File: config.mk
export PLATFORM = sky130hd
export DESIGN_NAME = dif_mc_flat
export DESIGN_NICKNAME = d
export VERILOG_FILES = /design/src/rtl/dif_mc_if.sv /design/src/rtl/dif_mc.sv /design/src/flat_wrapper.sv
export SDC_FILE = /design/constraint.sdc
export NUM_CORES = 1
export LEC_CHECK = 0
export ABC_AREA = 1
export CORE_MARGIN = 8
export CORE_UTILIZATION = 55
export CTS_CLUSTER_DIAMETER = 40
export DETAILED_ROUTE_END_ITERATION = 12
export HOLD_SLACK_MARGIN = 0.03
export PLACE_DENSITY_LB_ADDON = 0.05
export SYNTH_ARGS = -nofsm -noshare
export SYNTH_HDL_FRONTEND = slang
export SYNTH_SLANG_ARGS = --single-unit
File: constraint.sdc
create_clock -name clk -period 6.6 [get_ports clk]
set_clock_uncertainty 0.05 [all_clocks]
set_input_delay 1.65 -clock clk [delete_from_list [all_inputs] [get_ports clk]]
set_output_delay 1.65 -clock clk [all_outputs]
set_load 0.02 [all_outputs]
File: src/rtl/dif_mc_if.sv
// Sample-in / difference-out bundle for dif_mc: tagged ADC samples one way,
// registered differences, priming flags and channel error the other.
`timescale 1ns/1ps
interface dif_mc_if #(
    parameter int DW = 12,
    parameter int CW = 2
);
    logic                 in_valid;
    logic [CW-1:0]        in_ch;
    logic [DW-1:0]        in_data;
    logic                 out_valid;
    logic [CW-1:0]        out_ch;
    logic signed [DW+2:0] d1;
    logic signed [DW+2:0] d2;
    logic signed [DW+2:0] d3;
    logic [2:0]           prime;
    logic                 ch_err;

    modport master (
        output in_valid, in_ch, in_data,
        input  out_valid, out_ch, d1, d2, d3, prime, ch_err
    );

    modport slave (
        input  in_valid, in_ch, in_data,
        output out_valid, out_ch, d1, d2, d3, prime, ch_err
    );
endinterface

File: src/rtl/dif_mc.sv
// Multi-channel 1st/2nd/3rd-order backward-difference engine, one-cycle latency.
// Optional output clamp to SAT_W signed bits is enabled by defining DIF_SAT_EN.
`timescale 1ns/1ps
module dif_mc #(
    parameter int DW    = 12,
    parameter int CH    = 4,
    parameter int CW    = 2,
    parameter int SAT_W = DW + 1
) (
    input  logic     clk,
    input  logic     rst_n,
    input  logic     clr,
    dif_mc_if.slave  bus
);
    localparam int XW = DW + 3;

`ifdef DIF_SAT_EN
    localparam bit SAT_ON = 1'b1;
`else
    localparam bit SAT_ON = 1'b0;
`endif

    typedef logic signed [XW-1:0] sx_t;

    localparam sx_t SAT_MAX = sx_t'((1 <<< (SAT_W - 1)) - 1);
    localparam sx_t SAT_MIN = sx_t'(-(1 <<< (SAT_W - 1)));

    function automatic sx_t sat(input sx_t v);
        if (v > SAT_MAX) return SAT_MAX;
        if (v < SAT_MIN) return SAT_MIN;
        return v;
    endfunction

    function automatic sx_t ext(input logic [DW-1:0] u);
        return sx_t'({3'b000, u});
    endfunction

    logic [DW-1:0] r_h1 [CH];
    logic [DW-1:0] r_h2 [CH];
    logic [DW-1:0] r_h3 [CH];
    logic [1:0]    r_pc [CH];

    logic          w_hit;
    logic [DW-1:0] w_h1, w_h2, w_h3;
    logic [1:0]    w_pc;
    logic          w_acc_p0;
    sx_t           w_x_p0, w_e1_p0, w_e2_p0, w_e3_p0;
    sx_t           w_d1_p0, w_d2_p0, w_d3_p0;

    logic          r_vld_p1;
    logic          r_err_p1;
    logic [CW-1:0] r_ch_p1;
    sx_t           r_d1_p1, r_d2_p1, r_d3_p1;
    logic [2:0]    r_prime_p1;

    // ---- stage p0: channel lookup and full-width differences ----
    always_comb begin
        w_hit = 1'b0;
        w_h1  = '0;
        w_h2  = '0;
        w_h3  = '0;
        w_pc  = '0;
        for (int c = 0; c < CH; c++) begin
            if (bus.in_ch == CW'(c)) begin
                w_hit = 1'b1;
                w_h1  = r_h1[c];
                w_h2  = r_h2[c];
                w_h3  = r_h3[c];
                w_pc  = r_pc[c];
            end
        end
    end

    always_comb begin
        w_acc_p0 = bus.in_valid && w_hit && !clr;
        w_x_p0   = ext(bus.in_data);
        w_e1_p0  = ext(w_h1);
        w_e2_p0  = ext(w_h2);
        w_e3_p0  = ext(w_h3);
        w_d1_p0  = w_x_p0 - w_e1_p0;
        w_d2_p0  = w_x_p0 - (w_e1_p0 <<< 1) + w_e2_p0;
        w_d3_p0  = w_x_p0 - ((w_e1_p0 <<< 1) + w_e1_p0)
                          + ((w_e2_p0 <<< 1) + w_e2_p0) - w_e3_p0;
    end

    always_ff @(posedge clk or negedge rst_n) begin
        if (!rst_n) begin
            for (int c = 0; c < CH; c++) begin
                r_h1[c] <= '0;
                r_h2[c] <= '0;
                r_h3[c] <= '0;
                r_pc[c] <= '0;
            end
        end else if (clr) begin
            for (int c = 0; c < CH; c++) begin
                r_h1[c] <= '0;
                r_h2[c] <= '0;
                r_h3[c] <= '0;
                r_pc[c] <= '0;
            end
        end else if (bus.in_valid) begin
            for (int c = 0; c < CH; c++) begin
                if (bus.in_ch == CW'(c)) begin
                    r_h3[c] <= r_h2[c];
                    r_h2[c] <= r_h1[c];
                    r_h1[c] <= bus.in_data;
                    if (r_pc[c] != 2'd3) r_pc[c] <= r_pc[c] + 2'd1;
                end
            end
        end
    end

    // ---- stage p1: registered results, held until the next accepted sample ----
    always_ff @(posedge clk or negedge rst_n) begin
        if (!rst_n) begin
            r_vld_p1   <= 1'b0;
            r_err_p1   <= 1'b0;
            r_ch_p1    <= '0;
            r_d1_p1    <= '0;
            r_d2_p1    <= '0;
            r_d3_p1    <= '0;
            r_prime_p1 <= '0;
        end else begin
            r_vld_p1 <= w_acc_p0;
            r_err_p1 <= bus.in_valid && !w_hit;
            if (w_acc_p0) begin
                r_ch_p1    <= bus.in_ch;
                r_d1_p1    <= SAT_ON ? sat(w_d1_p0) : w_d1_p0;
                r_d2_p1    <= SAT_ON ? sat(w_d2_p0) : w_d2_p0;
                r_d3_p1    <= SAT_ON ? sat(w_d3_p0) : w_d3_p0;
                r_prime_p1 <= {w_pc == 2'd3, w_pc >= 2'd2, w_pc != 2'd0};
            end
        end
    end

    assign bus.out_valid = r_vld_p1;
    assign bus.ch_err    = r_err_p1;
    assign bus.out_ch    = r_ch_p1;
    assign bus.d1        = r_d1_p1;
    assign bus.d2        = r_d2_p1;
    assign bus.d3        = r_d3_p1;
    assign bus.prime     = r_prime_p1;
endmodule

File: src/flat_wrapper.sv
// flat-port wrapper written by rule: the top's interface ports become plain ports
module dif_mc_flat 
#(
    parameter int DW    = 12,
    parameter int CH    = 4,
    parameter int CW    = 2,
    parameter int SAT_W = DW + 1
)
  (clk, rst_n, clr, bus_in_valid, bus_in_ch, bus_in_data, bus_out_valid, bus_out_ch, bus_d1, bus_d2, bus_d3, bus_prime, bus_ch_err);
  dif_mc_if #(.DW(DW), .CW(CW)) bus_i ();
  input  logic clk;
  input  logic rst_n;
  input  logic clr;
  input wire logic [$bits(bus_i.in_valid)-1:0] bus_in_valid;
  input wire logic [$bits(bus_i.in_ch)-1:0] bus_in_ch;
  input wire logic [$bits(bus_i.in_data)-1:0] bus_in_data;
  output wire logic [$bits(bus_i.out_valid)-1:0] bus_out_valid;
  output wire logic [$bits(bus_i.out_ch)-1:0] bus_out_ch;
  output wire logic [$bits(bus_i.d1)-1:0] bus_d1;
  output wire logic [$bits(bus_i.d2)-1:0] bus_d2;
  output wire logic [$bits(bus_i.d3)-1:0] bus_d3;
  output wire logic [$bits(bus_i.prime)-1:0] bus_prime;
  output wire logic [$bits(bus_i.ch_err)-1:0] bus_ch_err;
  assign bus_i.in_valid = bus_in_valid;
  assign bus_i.in_ch = bus_in_ch;
  assign bus_i.in_data = bus_in_data;
  assign bus_out_valid = bus_i.out_valid;
  assign bus_out_ch = bus_i.out_ch;
  assign bus_d1 = bus_i.d1;
  assign bus_d2 = bus_i.d2;
  assign bus_d3 = bus_i.d3;
  assign bus_prime = bus_i.prime;
  assign bus_ch_err = bus_i.ch_err;
  dif_mc #(.DW(DW), .CH(CH), .CW(CW), .SAT_W(SAT_W)) u_core (.clk(clk), .rst_n(rst_n), .clr(clr), .bus(bus_i));
endmodule
==> results.cfg <==
[run_status]
status = finished clean

[detailed_routing]
totalWireLength_um = 37400
vias_per_cell = 5.55
route.detailed.drc = 0
drt_iter0_drc = 1072
vias = 11500
detail_route.wl_per_cell_um = 18.1
ant_nets = 0
dr.pass1.iters = 6

[clock_network]
cts_setup_buffers = 0
cts_tree = built
clockBufferDepth = 3
root_buffer = clkbuf_16
cts_max_level = 1
clock_latency_ns = 0.58
clk_pin_slew_ns = 0.05
clock-sinks = 202
cts_buffers = 30

[logic_synthesis]
ys_seq_elements = 202
synth_edf_count = 0
synth_area_sq_um = 12500
yosys_warnings = 0
synth_area_per_cell_sq_um = 8.22
synthCells = 1521
syn_nets = 1650
yosysSeqAreaShare = 0.404
yosysTopAreaCell = dfrtp_1
synth_area_leaders = dfrtp_1 40%, nand2_1 8.9%, ha_1 8.3%
yosys.area.top_type_share = 0.404
ys_types = 43
synthArstFlopShare = 1.00
yosys_most_used_dff = dfrtp_1

[setup_path]
crit_fanout = 8
r2r-end = u_core.bus.d3[12]
crit_path_top_delay_cell = fa_1
critPathCaptureType = flip-flop
required_ns = 6.98
startpoint_type = input pin
crit_type = input pin to flip-flop
r2r_slack_ns = 1.92
r2r_start = u_core.r_h1[19]
cpMostUsedCell = nand3_1
max_stage_delay_ns = 0.51
crit_arrival_ns = 6.66
r2r_cells = 21

[power]
ir_drop_uv = 244
power.density_nw_per_um2 = 279
p_leak_nw = 7.83

[floorplanning]
ios = 70
die_w_um = 167
dieArea_sq_um = 27800
start_util = 0.556
rows = 55
core_area_sq_um = 22500
dieHeight_um = 167

[worst_hold_path]
hp-class = flip-flop to flip-flop
min_path_cells = 2
min_from = u_core.bus.d3[13]
holdPathEnd = u_core.bus.d3[13]

[final_layout]
final_cells = 2065
layout.nets = 1889
fillCellCount = 1859
n_antenna_cell = 0
final_common_cell = nand2_1
final_util = 0.706
final_cell_mix = 295 x nand2_1, 202 x inv_1, 202 x dfrtp_1, 191 x buf_4, 136 x o21ai_0
syn2layout_area_growth_pct = 27.1
drive_gt1_frac = 0.161

[grt]
grt_pass1_vias = 11400
grt_pass1_wl_um = 60900
grt_usage = 0.269
grt_remaining_overflow = 0
antenna_found_initial = 0
grt_max_degree = 160

[timing]
drv_slew = 0
period_share = 0.952
finalCriticalPeriod_ns = 6.28
setup_violations = 0
finalHoldViolations = 0
hold_ws_ns = 0.423
slew_headroom = 0.331
clock.fmax_ghz = 0.159
worstMarginPinSlew_ns = 1.00

[place]
gp_congestion = 0.962
hpwl_um = 28300
dp_cells = 2013
io_buffers = 69

[job]
cap_viol_max_count = 0
[layout make-up]
type | instances | area [sq um] | share of cell area
clock inverters | 17 | 235 | 0.0148
well taps | 285 | 357 | 0.0224
repair buffers | 264 | 2210 | 0.139
inverters | 211 | 795 | 0.0500
clock buffers | 35 | 790 | 0.0497
multi-input cells | 1051 | 6450 | 0.406
flip-flops and latches | 202 | 5050 | 0.318
[cell usage after synthesis, types with 2 or more instances]
| cell type | number |
|---|---|
| o2111ai_1 | 2 |
| buf_2 | 12 |
| o31ai_1 | 2 |
| dfrtp_1 | 202 |
| a221oi_1 | 4 |
| buf_4 | 3 |
| inv_1 | 203 |
| clkinv_1 | 2 |
| buf_1 | 2 |
| mux2_2 | 15 |
| a21oi_1 | 79 |
| o21a_1 | 2 |
| o22ai_1 | 41 |
| o211ai_1 | 2 |
| nor3_1 | 13 |
| o21bai_1 | 4 |
| fa_1 | 28 |
| nand2_2 | 3 |
| a32o_1 | 26 |
| xor2_1 | 29 |
| a21o_1 | 8 |
| a41oi_1 | 2 |
| nor2_4 | 2 |
| inv_2 | 6 |
| ha_1 | 83 |
| nor4_1 | 8 |
| nor2_1 | 118 |
| nor2_2 | 2 |
| or2_2 | 5 |
| xnor2_1 | 20 |
| clkbuf_1 | 39 |
| a31oi_1 | 8 |
| nand2_1 | 295 |
| o21ai_0 | 140 |
| nand3b_1 | 2 |
| nand3_1 | 84 |
| nand4_1 | 19 |
[worst max-delay path by stage]
| stage | start | endpoint | slack [ns] | cells past startpoint |
|---|---|---|---|---|
| after floorplan | bus_in_ch[0] | u_core.bus.d3[12] | 0.38 | 23 |
| after global placement | bus_in_ch[0] | u_core.bus.d3[12] | -0.27 | 26 |
| after detailed placement | bus_in_ch[0] | u_core.bus.d3[12] | -0.33 | 26 |
| after CTS | bus_in_ch[0] | u_core.bus.d3[12] | 0.22 | 26 |
| after global routing | bus_in_ch[0] | u_core.bus.d3[10] | -0.003 | 24 |
| final | bus_in_ch[0] | u_core.bus.d3[12] | 0.32 | 25 |
[flip-flops by register name (all words and copies together) (netlist names)]
name and flops:
u_core.bus.out_ch 2, u_core.r_h3 48, u_core.r_h2 48, u_core.bus.d1 13
u_core.bus.d3 15, u_core.bus.out_valid 1, u_core.r_pc 8, u_core.bus.prime 3
u_core.r_h1 48, u_core.bus.d2 15, u_core.bus.ch_err 1
[routing by layer]
metal	wire [um]	GRT usage	share of wire	vias to the layer above
met5	0	0	0	-
met1	16900	0.360	0.45	5503
met3	2000	0.0343	0.053	65
met4	1070	0.0768	0.029	0
li1	-	-	-	5551
met2	17500	0.452	0.47	341
[cells by family (layout without fill, tap and decap cells)]
logic type / count (synthesis) / in the layout / share of synthesized area
other: 1 / 1 / 0.000300
adders and majority gates: 111 / 111 / 0.128
AOI/OAI and AO/OA: 323 / 323 / 0.151
xor gates and xnor gates: 49 / 49 / 0.0343
buffers and inverters: 268 / 527 / 0.0832
DFF: 202 / 202 / 0.404
muxes: 15 / 15 / 0.0135
and+or+nand+nor: 552 / 552 / 0.185
[where the power goes]
part           switching [mW]  internal [mW]
Sequential             0.0571           1.35
Combinational           0.800          0.622
Clock                   0.597           1.01
Total                    1.45           2.99
[critical path: cells and delay by family]
kind            cells  cell delay, ns
compound gates      2            0.34
buf+inv             7            1.29
xor+xnor            1            0.25
fa+ha+maj           4            1.60
simple gates       11            1.51
[timing repair]
action	4_1_cts	5_1_grt
gates resized for setup	0	11
hold buffers	0	0
setup endpoints to repair	0	7
[metrics by stage]
step                      setup TNS [ns]  cell area (sq um)  setup WS (ns)  power, mW
final                                  0              15900          0.317       4.44
after global routing            -0.00349              15900       -0.00349       4.68
after CTS                              0              15900          0.221       4.46
after detailed placement           -1.86              14800         -0.327       2.84
after global placement             -1.41              14800         -0.271       2.82
after floorplan                        0              12500          0.375       2.23
(Power assumes the default switching activity.)
